### config.mk
export PLATFORM = sky130hd
export DESIGN_NAME = uart_mem_responder_flat
export DESIGN_NICKNAME = d
export VERILOG_FILES = /design/src/rtl/uart_mem_responder_pkg.sv /design/src/rtl/uart_mem_responder_if.sv /design/src/rtl/uart_mem_responder_rx_timer.sv /design/src/rtl/uart_mem_responder.sv /design/src/flat_wrapper.sv
export SDC_FILE = /design/constraint.sdc
export NUM_CORES = 1
export LEC_CHECK = 0
export ABC_AREA = 1
export CAP_MARGIN = 20
export CELL_PAD_IN_SITES_DETAIL_PLACEMENT = 0
export CELL_PAD_IN_SITES_GLOBAL_PLACEMENT = 1
export CORE_MARGIN = 10
export CORE_UTILIZATION = 46
export CTS_BUF_LIST = sky130_fd_sc_hd__clkbuf_16
export CTS_CLUSTER_DIAMETER = 200
export DETAILED_ROUTE_END_ITERATION = 16
export DONT_BUFFER_PORTS = 1
export PLACE_DENSITY = 0.79
export SLEW_MARGIN = 25
export SYNTH_ARGS = -nofsm -noshare
export SYNTH_HDL_FRONTEND = slang
export SYNTH_HIERARCHICAL = 1
export SYNTH_SLANG_ARGS = --single-unit
export TNS_END_PERCENT = 10
### constraint.sdc
create_clock -name clk -period 5.82 [get_ports clk]
set_input_delay 1.746 -clock clk [delete_from_list [all_inputs] [get_ports clk]]
set_output_delay 1.746 -clock clk [all_outputs]
set_load 0.05 [all_outputs]
### src/rtl/uart_mem_responder_pkg.sv
// Shared definitions for the UART memory responder.
//  - Bus widths that match the MMU request interface (address, data, length).
//  - Command byte layout: op flag in bit 7, length-1 in the low bits.
//  - Byte the host returns to confirm a write.
//  - FSM state encodings and small helpers for building frame bytes.
package uart_mem_responder_pkg;

  localparam int M_ADDR_W   = 32;
  localparam int C_DATA_W   = 32;
  localparam int RW_LEN_W   = 2;

  localparam int CMD_OP_BIT = 7;  // 1 = write, 0 = read
  localparam logic [7:0] UART_WACK_BYTE = 8'hA5;

  typedef enum logic [2:0] {
    ST_IDLE    = 3'd0,
    ST_CMD     = 3'd1,
    ST_ADDR    = 3'd2,
    ST_WDATA   = 3'd3,
    ST_WAIT_RX = 3'd4,
    ST_ACK     = 3'd5
  } state_t;

  function automatic logic is_tx_state(input state_t s);
    return (s == ST_CMD) || (s == ST_ADDR) || (s == ST_WDATA);
  endfunction

  // Byte presented to the UART for a given transmit state and byte index.
  // Address goes out MSB first, write data LSB first.
  function automatic logic [7:0] frame_byte(
    input state_t                s,
    input logic [1:0]            idx,
    input logic                  op,
    input logic [RW_LEN_W-1:0]   len,
    input logic [M_ADDR_W-1:0]   addr,
    input logic [C_DATA_W-1:0]   wdata
  );
    logic [7:0] b;
    logic [1:0] lane;
    b    = 8'h00;
    lane = 2'd3 - idx;
    case (s)
      ST_CMD: begin
        b[CMD_OP_BIT]   = op;
        b[RW_LEN_W-1:0] = len;
      end
      ST_ADDR:  b = addr[{lane, 3'b000} +: 8];
      ST_WDATA: b = wdata[{idx, 3'b000} +: 8];
      default:  b = 8'h00;
    endcase
    return b;
  endfunction

endpackage

### src/rtl/uart_mem_responder_if.sv
// MMU memory request bus.
//  master : MMU side (drives requests, receives acks and read data)
//  slave  : memory responder side
//  m_re/m_we      level requests, held until the matching ack
//  m_raddr/m_waddr, m_rlen/m_wlen (length-1), m_wdata (byte0 = [7:0])
//  m_rdata        read data, valid while m_rack
//  m_rack/m_wack  4-phase acks
interface uart_mem_responder_if;
  import uart_mem_responder_pkg::*;

  logic                m_re;
  logic                m_we;
  logic [M_ADDR_W-1:0] m_raddr;
  logic [M_ADDR_W-1:0] m_waddr;
  logic [RW_LEN_W-1:0] m_rlen;
  logic [RW_LEN_W-1:0] m_wlen;
  logic [C_DATA_W-1:0] m_wdata;
  logic [C_DATA_W-1:0] m_rdata;
  logic                m_rack;
  logic                m_wack;

  modport master (
    output m_re, m_we, m_raddr, m_waddr, m_rlen, m_wlen, m_wdata,
    input  m_rdata, m_rack, m_wack
  );

  modport slave (
    input  m_re, m_we, m_raddr, m_waddr, m_rlen, m_wlen, m_wdata,
    output m_rdata, m_rack, m_wack
  );
endinterface

### src/rtl/uart_mem_responder_rx_timer.sv
// uart_rx_timer: inter-byte receive timer.
//  clk, rst : clock, asynchronous active-high reset
//  clr      : restart counting from zero (held while the timer is idle)
//  tc       : high while the count sits at COUNT-1 and clr is low
// The count saturates at COUNT-1; the owner leaves its waiting state on tc.
module uart_rx_timer #(
  parameter int COUNT = 50000
) (
  input  logic clk,
  input  logic rst,
  input  logic clr,
  output logic tc
);
  localparam int CNT_W = (COUNT > 2) ? $clog2(COUNT) : 1;
  localparam logic [CNT_W-1:0] LAST = CNT_W'(COUNT - 1);

  logic [CNT_W-1:0] count_reg;

  always_ff @(posedge clk or posedge rst) begin
    if (rst) begin
      count_reg <= '0;
    end else if (clr) begin
      count_reg <= '0;
    end else if (count_reg != LAST) begin
      count_reg <= count_reg + CNT_W'(1);
    end
  end

  assign tc = !clr && (count_reg == LAST);
endmodule

### src/rtl/uart_mem_responder.sv
// uart_mem_responder: serves MMU read/write requests by framing them to a
// host over a UART byte core and returning the host reply.
//  clk, rst            clock, asynchronous active-high reset
//  mem (slave)         MMU request bus with 4-phase acks
//  tx_data/tx_valid    byte to UART core, held until tx_ready
//  tx_ready            UART core accepts on tx_valid & tx_ready
//  rx_data/rx_valid    received byte, one-cycle strobe
//  err                 one-cycle pulse on reply timeout or bad write-ack byte
// Frame: CMD {op,5'b0,len}, 4 address bytes MSB first, write data LSB first.
// Reply: read -> len+1 bytes LSB first; write -> one confirm byte.
module uart_mem_responder
  import uart_mem_responder_pkg::*;
#(
  parameter int         TIMEOUT = 50000,
  parameter logic [7:0] WACK_B  = UART_WACK_BYTE
) (
  input  logic                 clk,
  input  logic                 rst,
  uart_mem_responder_if.slave  mem,
  output logic [7:0]           tx_data,
  output logic                 tx_valid,
  input  logic                 tx_ready,
  input  logic [7:0]           rx_data,
  input  logic                 rx_valid,
  output logic                 err
);
  state_t              state_reg, state_next;
  logic [1:0]          idx_reg, idx_next;
  logic                is_write_reg, is_write_next;
  logic [M_ADDR_W-1:0] addr_reg, addr_next;
  logic [RW_LEN_W-1:0] len_reg, len_next;
  logic [C_DATA_W-1:0] wdata_reg, wdata_next;
  logic [C_DATA_W-1:0] rdata_reg, rdata_next;
  logic [7:0]          tx_data_reg, tx_data_next;
  logic                tx_valid_reg, tx_valid_next;
  logic                rack_reg, rack_next;
  logic                wack_reg, wack_next;
  logic                err_reg, err_next;

  logic tx_hs;
  logic req_held;
  logic timer_clr;
  logic timer_tc;

  assign tx_hs     = tx_valid_reg & tx_ready;
  assign req_held  = is_write_reg ? mem.m_we : mem.m_re;
  // Timer runs only while waiting for the host; every received byte restarts it.
  assign timer_clr = (state_reg != ST_WAIT_RX) || rx_valid;

  uart_rx_timer #(.COUNT(TIMEOUT)) u_rx_timer (
    .clk (clk),
    .rst (rst),
    .clr (timer_clr),
    .tc  (timer_tc)
  );

  // State register
  always_ff @(posedge clk or posedge rst) begin
    if (rst) state_reg <= ST_IDLE;
    else     state_reg <= state_next;
  end

  // Next-state logic
  always_comb begin
    state_next = state_reg;
    case (state_reg)
      ST_IDLE:    if (mem.m_re || mem.m_we) state_next = ST_CMD;
      ST_CMD:     if (tx_hs) state_next = ST_ADDR;
      ST_ADDR:    if (tx_hs && idx_reg == 2'd3)
                    state_next = is_write_reg ? ST_WDATA : ST_WAIT_RX;
      ST_WDATA:   if (tx_hs && idx_reg == len_reg) state_next = ST_WAIT_RX;
      ST_WAIT_RX: begin
        if (rx_valid) begin
          if (is_write_reg || idx_reg == len_reg) state_next = ST_ACK;
        end else if (timer_tc) begin
          state_next = ST_ACK;
        end
      end
      // Ack drops on the edge after the request is seen low; IDLE only
      // looks at requests from the following cycle on.
      ST_ACK:     if (!req_held) state_next = ST_IDLE;
      default:    state_next = ST_IDLE;
    endcase
  end

  // Output / datapath next values
  always_comb begin
    idx_next      = idx_reg;
    is_write_next = is_write_reg;
    addr_next     = addr_reg;
    len_next      = len_reg;
    wdata_next    = wdata_reg;
    rdata_next    = rdata_reg;
    err_next      = 1'b0;
    case (state_reg)
      ST_IDLE: begin
        idx_next = 2'd0;
        // Read wins a same-cycle collision; the write stays pending.
        if (mem.m_re) begin
          is_write_next = 1'b0;
          addr_next     = mem.m_raddr;
          len_next      = mem.m_rlen;
          rdata_next    = '0;
        end else if (mem.m_we) begin
          is_write_next = 1'b1;
          addr_next     = mem.m_waddr;
          len_next      = mem.m_wlen;
          wdata_next    = mem.m_wdata;
          rdata_next    = '0;
        end
      end
      ST_CMD:   idx_next = 2'd0;
      ST_ADDR:  if (tx_hs) idx_next = idx_reg + 2'd1;  // wraps 3 -> 0 for the next phase
      ST_WDATA: if (tx_hs) idx_next = (idx_reg == len_reg) ? 2'd0 : idx_reg + 2'd1;
      ST_WAIT_RX: begin
        if (rx_valid) begin
          if (is_write_reg) begin
            if (rx_data != WACK_B) err_next = 1'b1;
          end else begin
            rdata_next[{idx_reg, 3'b000} +: 8] = rx_data;
            idx_next = idx_reg + 2'd1;
          end
        end else if (timer_tc) begin
          err_next   = 1'b1;
          rdata_next = '0;
        end
      end
      default: ;
    endcase

    rack_next     = (state_next == ST_ACK) && !is_write_next;
    wack_next     = (state_next == ST_ACK) &&  is_write_next;
    // Bytes only change on a handshake, so tx_data holds under backpressure.
    tx_valid_next = is_tx_state(state_next);
    tx_data_next  = tx_valid_next
                  ? frame_byte(state_next, idx_next, is_write_next, len_next, addr_next, wdata_next)
                  : 8'h00;
  end

  // Output / datapath registers
  always_ff @(posedge clk or posedge rst) begin
    if (rst) begin
      idx_reg      <= '0;
      is_write_reg <= 1'b0;
      addr_reg     <= '0;
      len_reg      <= '0;
      wdata_reg    <= '0;
      rdata_reg    <= '0;
      tx_data_reg  <= '0;
      tx_valid_reg <= 1'b0;
      rack_reg     <= 1'b0;
      wack_reg     <= 1'b0;
      err_reg      <= 1'b0;
    end else begin
      idx_reg      <= idx_next;
      is_write_reg <= is_write_next;
      addr_reg     <= addr_next;
      len_reg      <= len_next;
      wdata_reg    <= wdata_next;
      rdata_reg    <= rdata_next;
      tx_data_reg  <= tx_data_next;
      tx_valid_reg <= tx_valid_next;
      rack_reg     <= rack_next;
      wack_reg     <= wack_next;
      err_reg      <= err_next;
    end
  end

  assign tx_data     = tx_data_reg;
  assign tx_valid    = tx_valid_reg;
  assign err         = err_reg;
  assign mem.m_rdata = rdata_reg;
  assign mem.m_rack  = rack_reg;
  assign mem.m_wack  = wack_reg;
endmodule

### src/flat_wrapper.sv
// flat-port wrapper written by rule: the top's interface ports become plain ports
module uart_mem_responder_flat import uart_mem_responder_pkg::*;
#(
  parameter int         TIMEOUT = 50000,
  parameter logic [7:0] WACK_B  = UART_WACK_BYTE
)
  (clk, rst, tx_data, tx_valid, tx_ready, rx_data, rx_valid, err, mem_m_re, mem_m_we, mem_m_raddr, mem_m_waddr, mem_m_rlen, mem_m_wlen, mem_m_wdata, mem_m_rdata, mem_m_rack, mem_m_wack);
  uart_mem_responder_if mem_i ();
  input  logic clk;
  input  logic rst;
  output logic [7:0] tx_data;
  output logic tx_valid;
  input  logic tx_ready;
  input  logic [7:0] rx_data;
  input  logic rx_valid;
  output logic err;
  input wire logic [$bits(mem_i.m_re)-1:0] mem_m_re;
  input wire logic [$bits(mem_i.m_we)-1:0] mem_m_we;
  input wire logic [$bits(mem_i.m_raddr)-1:0] mem_m_raddr;
  input wire logic [$bits(mem_i.m_waddr)-1:0] mem_m_waddr;
  input wire logic [$bits(mem_i.m_rlen)-1:0] mem_m_rlen;
  input wire logic [$bits(mem_i.m_wlen)-1:0] mem_m_wlen;
  input wire logic [$bits(mem_i.m_wdata)-1:0] mem_m_wdata;
  output wire logic [$bits(mem_i.m_rdata)-1:0] mem_m_rdata;
  output wire logic [$bits(mem_i.m_rack)-1:0] mem_m_rack;
  output wire logic [$bits(mem_i.m_wack)-1:0] mem_m_wack;
  assign mem_i.m_re = mem_m_re;
  assign mem_i.m_we = mem_m_we;
  assign mem_i.m_raddr = mem_m_raddr;
  assign mem_i.m_waddr = mem_m_waddr;
  assign mem_i.m_rlen = mem_m_rlen;
  assign mem_i.m_wlen = mem_m_wlen;
  assign mem_i.m_wdata = mem_m_wdata;
  assign mem_m_rdata = mem_i.m_rdata;
  assign mem_m_rack = mem_i.m_rack;
  assign mem_m_wack = mem_i.m_wack;
  uart_mem_responder #(.TIMEOUT(TIMEOUT), .WACK_B(WACK_B)) u_core (.clk(clk), .rst(rst), .mem(mem_i), .tx_data(tx_data), .tx_valid(tx_valid), .tx_ready(tx_ready), .rx_data(rx_data), .rx_valid(rx_valid), .err(err));
endmodule
==> impl_metrics.toml <==
[clock_tree]
clkSinkCount = 132
clk_pin_slew_ns = 0.06
insertion_delay_ns = 0.43
h-tree-depth = 4
tritoncts = "done"
cts_root_buffer = "clkbuf_16"
clockBufferDepth = 2
post_cts_buffers = 0
post_cts_resized = 0
cts_made_buffers = 17
cts_hold_buf = 0

[logic_synthesis]
yosysSeqAreaShare_pct = 47.9
synth-adder-area-share_pct = 0.906
synthMuxAreaShare_pct = 0
ys_ff_latch = 132
synthCells = 889
yosysTopAreaCell = "dfrtp_1"
netlist_area_mm2 = 0.00690
synth_cell_type_count = 42
yosys_warnings = 6
yosys-top-cells-area = "dfrtp_1, nand2_1, nand3_1"
synth-simple-area-share_pct = 34.8
synth.net_count = 1008
syn_area_per_cell_um2 = 7.76
synth_xor_area_share_pct = 0.635
synth_compound_area_share_pct = 7.52
synth_top_area_share_pct = 47.9
synth_top_family_by_area = "simple AND/OR/NAND/NOR gates"

[global_route]
grt_use_total_pct = 19.2
grt_max_degree = 58
grt_overflow = 0
grt_pass1_wl_um = 30800
first_global_vias = 5732
antenna_found_initial = 2

[worst_setup_path]
crit_type = "primary input to register"
crit_top_cell = "nand2_1"
slowest_stage = "inv_2"
crit_buf_inv = 2
arrival_ns = 4.25
cp.required_ns = 6.18
cp_cell_sequence = "inv_1, nor2_1, nand2_2, inv_2, nand2_1, and2_1, o21ai_1, nand2_1, nand2_1, nand2_1, nand2_1"
slowest_delay_ns = 0.94
worstPathMaxFanout = 57
crit_family = "simple AND/OR/NAND/NOR gates"
start_kind = "primary input"
crit_path_end_kind = "register"

[worst_hold_path]
hold_class = "register to register"

[timing]
fmax_ghz = 0.257
rsz0062_at_grt = "no"
worst_slew_pin_slew_ns = 0.980
hold_violations = 0
setup_viol_count_final = 0
fin_worst_skew_ns = 0.0136
maxSlewHeadroom_pct = 34.6
fin_setup_tns_ns = 0
min_period_over_period_pct = 66.9
drv_slew = 0
setup_slack_ns = 1.93
period_minus_slack_ns = 3.89

[final_layout]
drive_gt1_share_pct = 9.34
areaGrowthSynthToFinish_pct = 8.94
nNetsFinal = 995
fillers = 1444

[detailed_routing]
drtPass1Iterations = 5
wl_met3_um = 1650
wl_met2_um = 9410
totalWireLength_um = 19200
viasPerCell = 5.29
dr.max_layer_used = "met4"
postRouteAntennaNets = 0
wl_met1_um = 7770
routedWlPerCell_um = 17.8
drt_iter0_markers = 405
vias = 5689
drc = 0

[placed_design]
pre_cts_ws_ns = 1.44
io_buffers = 0
hpwl_um = 13800
gp_congestion = 0.899

[die]
fp.dieW_um = 142
core_mm2 = 0.0146
die_h_um = 142
io_pins = 158
dieArea_mm2 = 0.0203
row_count = 44
initial_core_util_pct = 47.1

[power_and_ir_drop]
power_leakage_nw = 3.62
powerDensity_mw_per_mm2 = 504
irDropWorstVdd_v = 0.000270

[outcome]
status = "completed"

[job]
maxCapViolCount = 0
-- tightest hold or removal path, stage by stage (launching register included) --
cell and delay [ns]:
dfrtp_1 0.32, nand2_1 0.05, nand2_1 0.07
-- cells in the final DEF (no fill, tap or decap), drive strengths merged, types with 2 or more instances in the layout --
master,n
and2,7
diode,2
a21oi,7
clkinv,12
nand2,336
dfrtp,132
nand3,112
a22oi,2
nor3,5
nand4,18
o21ai,50
nor4,3
inv,90
bufinv,2
ha,5
buf,3
or2,9
clkbuf,17
nor2,50
o211ai,3
o31ai,15
xor2,4
-- where the power goes --
part | switching, mW | leakage [nW] | internal [mW]
clock network | 0.405 | 0.283 | 0.624
logic | 0.960 | 1.63 | 0.424
registers | 0.198 | 1.71 | 1.18
total | 1.56 | 3.62 | 2.23
-- Yosys cell counts, drive strengths merged --
cell type  number
nor3            5
and2            7
inv            90
nor3b           1
nand3         112
o41ai           1
a31oi           1
and3            1
nor4            3
ha              5
clkbuf          2
a21oi           7
xnor2           1
or2             9
buf            33
o2111ai         1
a22oi           2
xor2            4
dfrtp         132
o31ai          15
o21ai          50
o211ai          3
nand4          18
nand2         336
nor2           50
-- per-stage QoR --
step	hold slack [ns]	total power [mW]	utilization, %	cells	area [µm²]
floorplan	0.445	2.49	-	889	6900
global placement	0.461	2.74	47.2	1040	6920
detailed placement	0.461	2.77	47.4	1041	6950
CTS	0.479	3.82	51.3	1073	7510
global route	0.498	4.08	51.3	1073	7510
finish	0.477	3.79	51.3	1075	7520
-- final cells by class --
type                            instances  area (µm²)  area share (%)
Sequential cell                       132        3300            43.9
Multi-Input combinational cell        632        3030            40.3
Clock buffer                           17         425            5.66
Inverter                               90         343            4.56
Tap cell                              184         230            3.06
Clock inverter                         15         141            1.88
Timing Repair Buffer                    3        42.5           0.566
Antenna cell                            2        5.00          0.0666
-- per-layer routing --
layer	global-route usage [%]	up-vias
li1	-	2829
met2	31.5	178
met1	22.0	2660
met4	7.33	0
met5	0	-
met3	7.68	22
-- kinds of logic after synthesis --
| family | after synthesis |
|---|---|
| and+or+nand+nor | 542 |
| DFF | 132 |
| buffers and inverters | 125 |
| AOI/OAI and AO/OA | 80 |
| xor gates and xnor gates | 5 |
| adders and majority gates | 5 |
-- worst paths after layout --
check / depth (start not counted) / slack [ns] / start / endpoint
max reg2reg: 12 / 2.70 / u_core/state_reg[2] / u_core/tx_data[7]
min in group asynchronous: 1 / 1.23 / rst / u_core/addr_reg[9]
max: 11 / 1.93 / mem_m_we / u_core/tx_data[4]
min: 2 / 0.48 / u_core/wdata_reg[14] / u_core/wdata_reg[14]
min reg2reg: 2 / 0.48 / u_core/wdata_reg[14] / u_core/wdata_reg[14]
max in group asynchronous: 3 / 3.48 / rst / u_core/mem.m_rdata[13]
No activity file was read; power rests on OpenSTA's default activity.
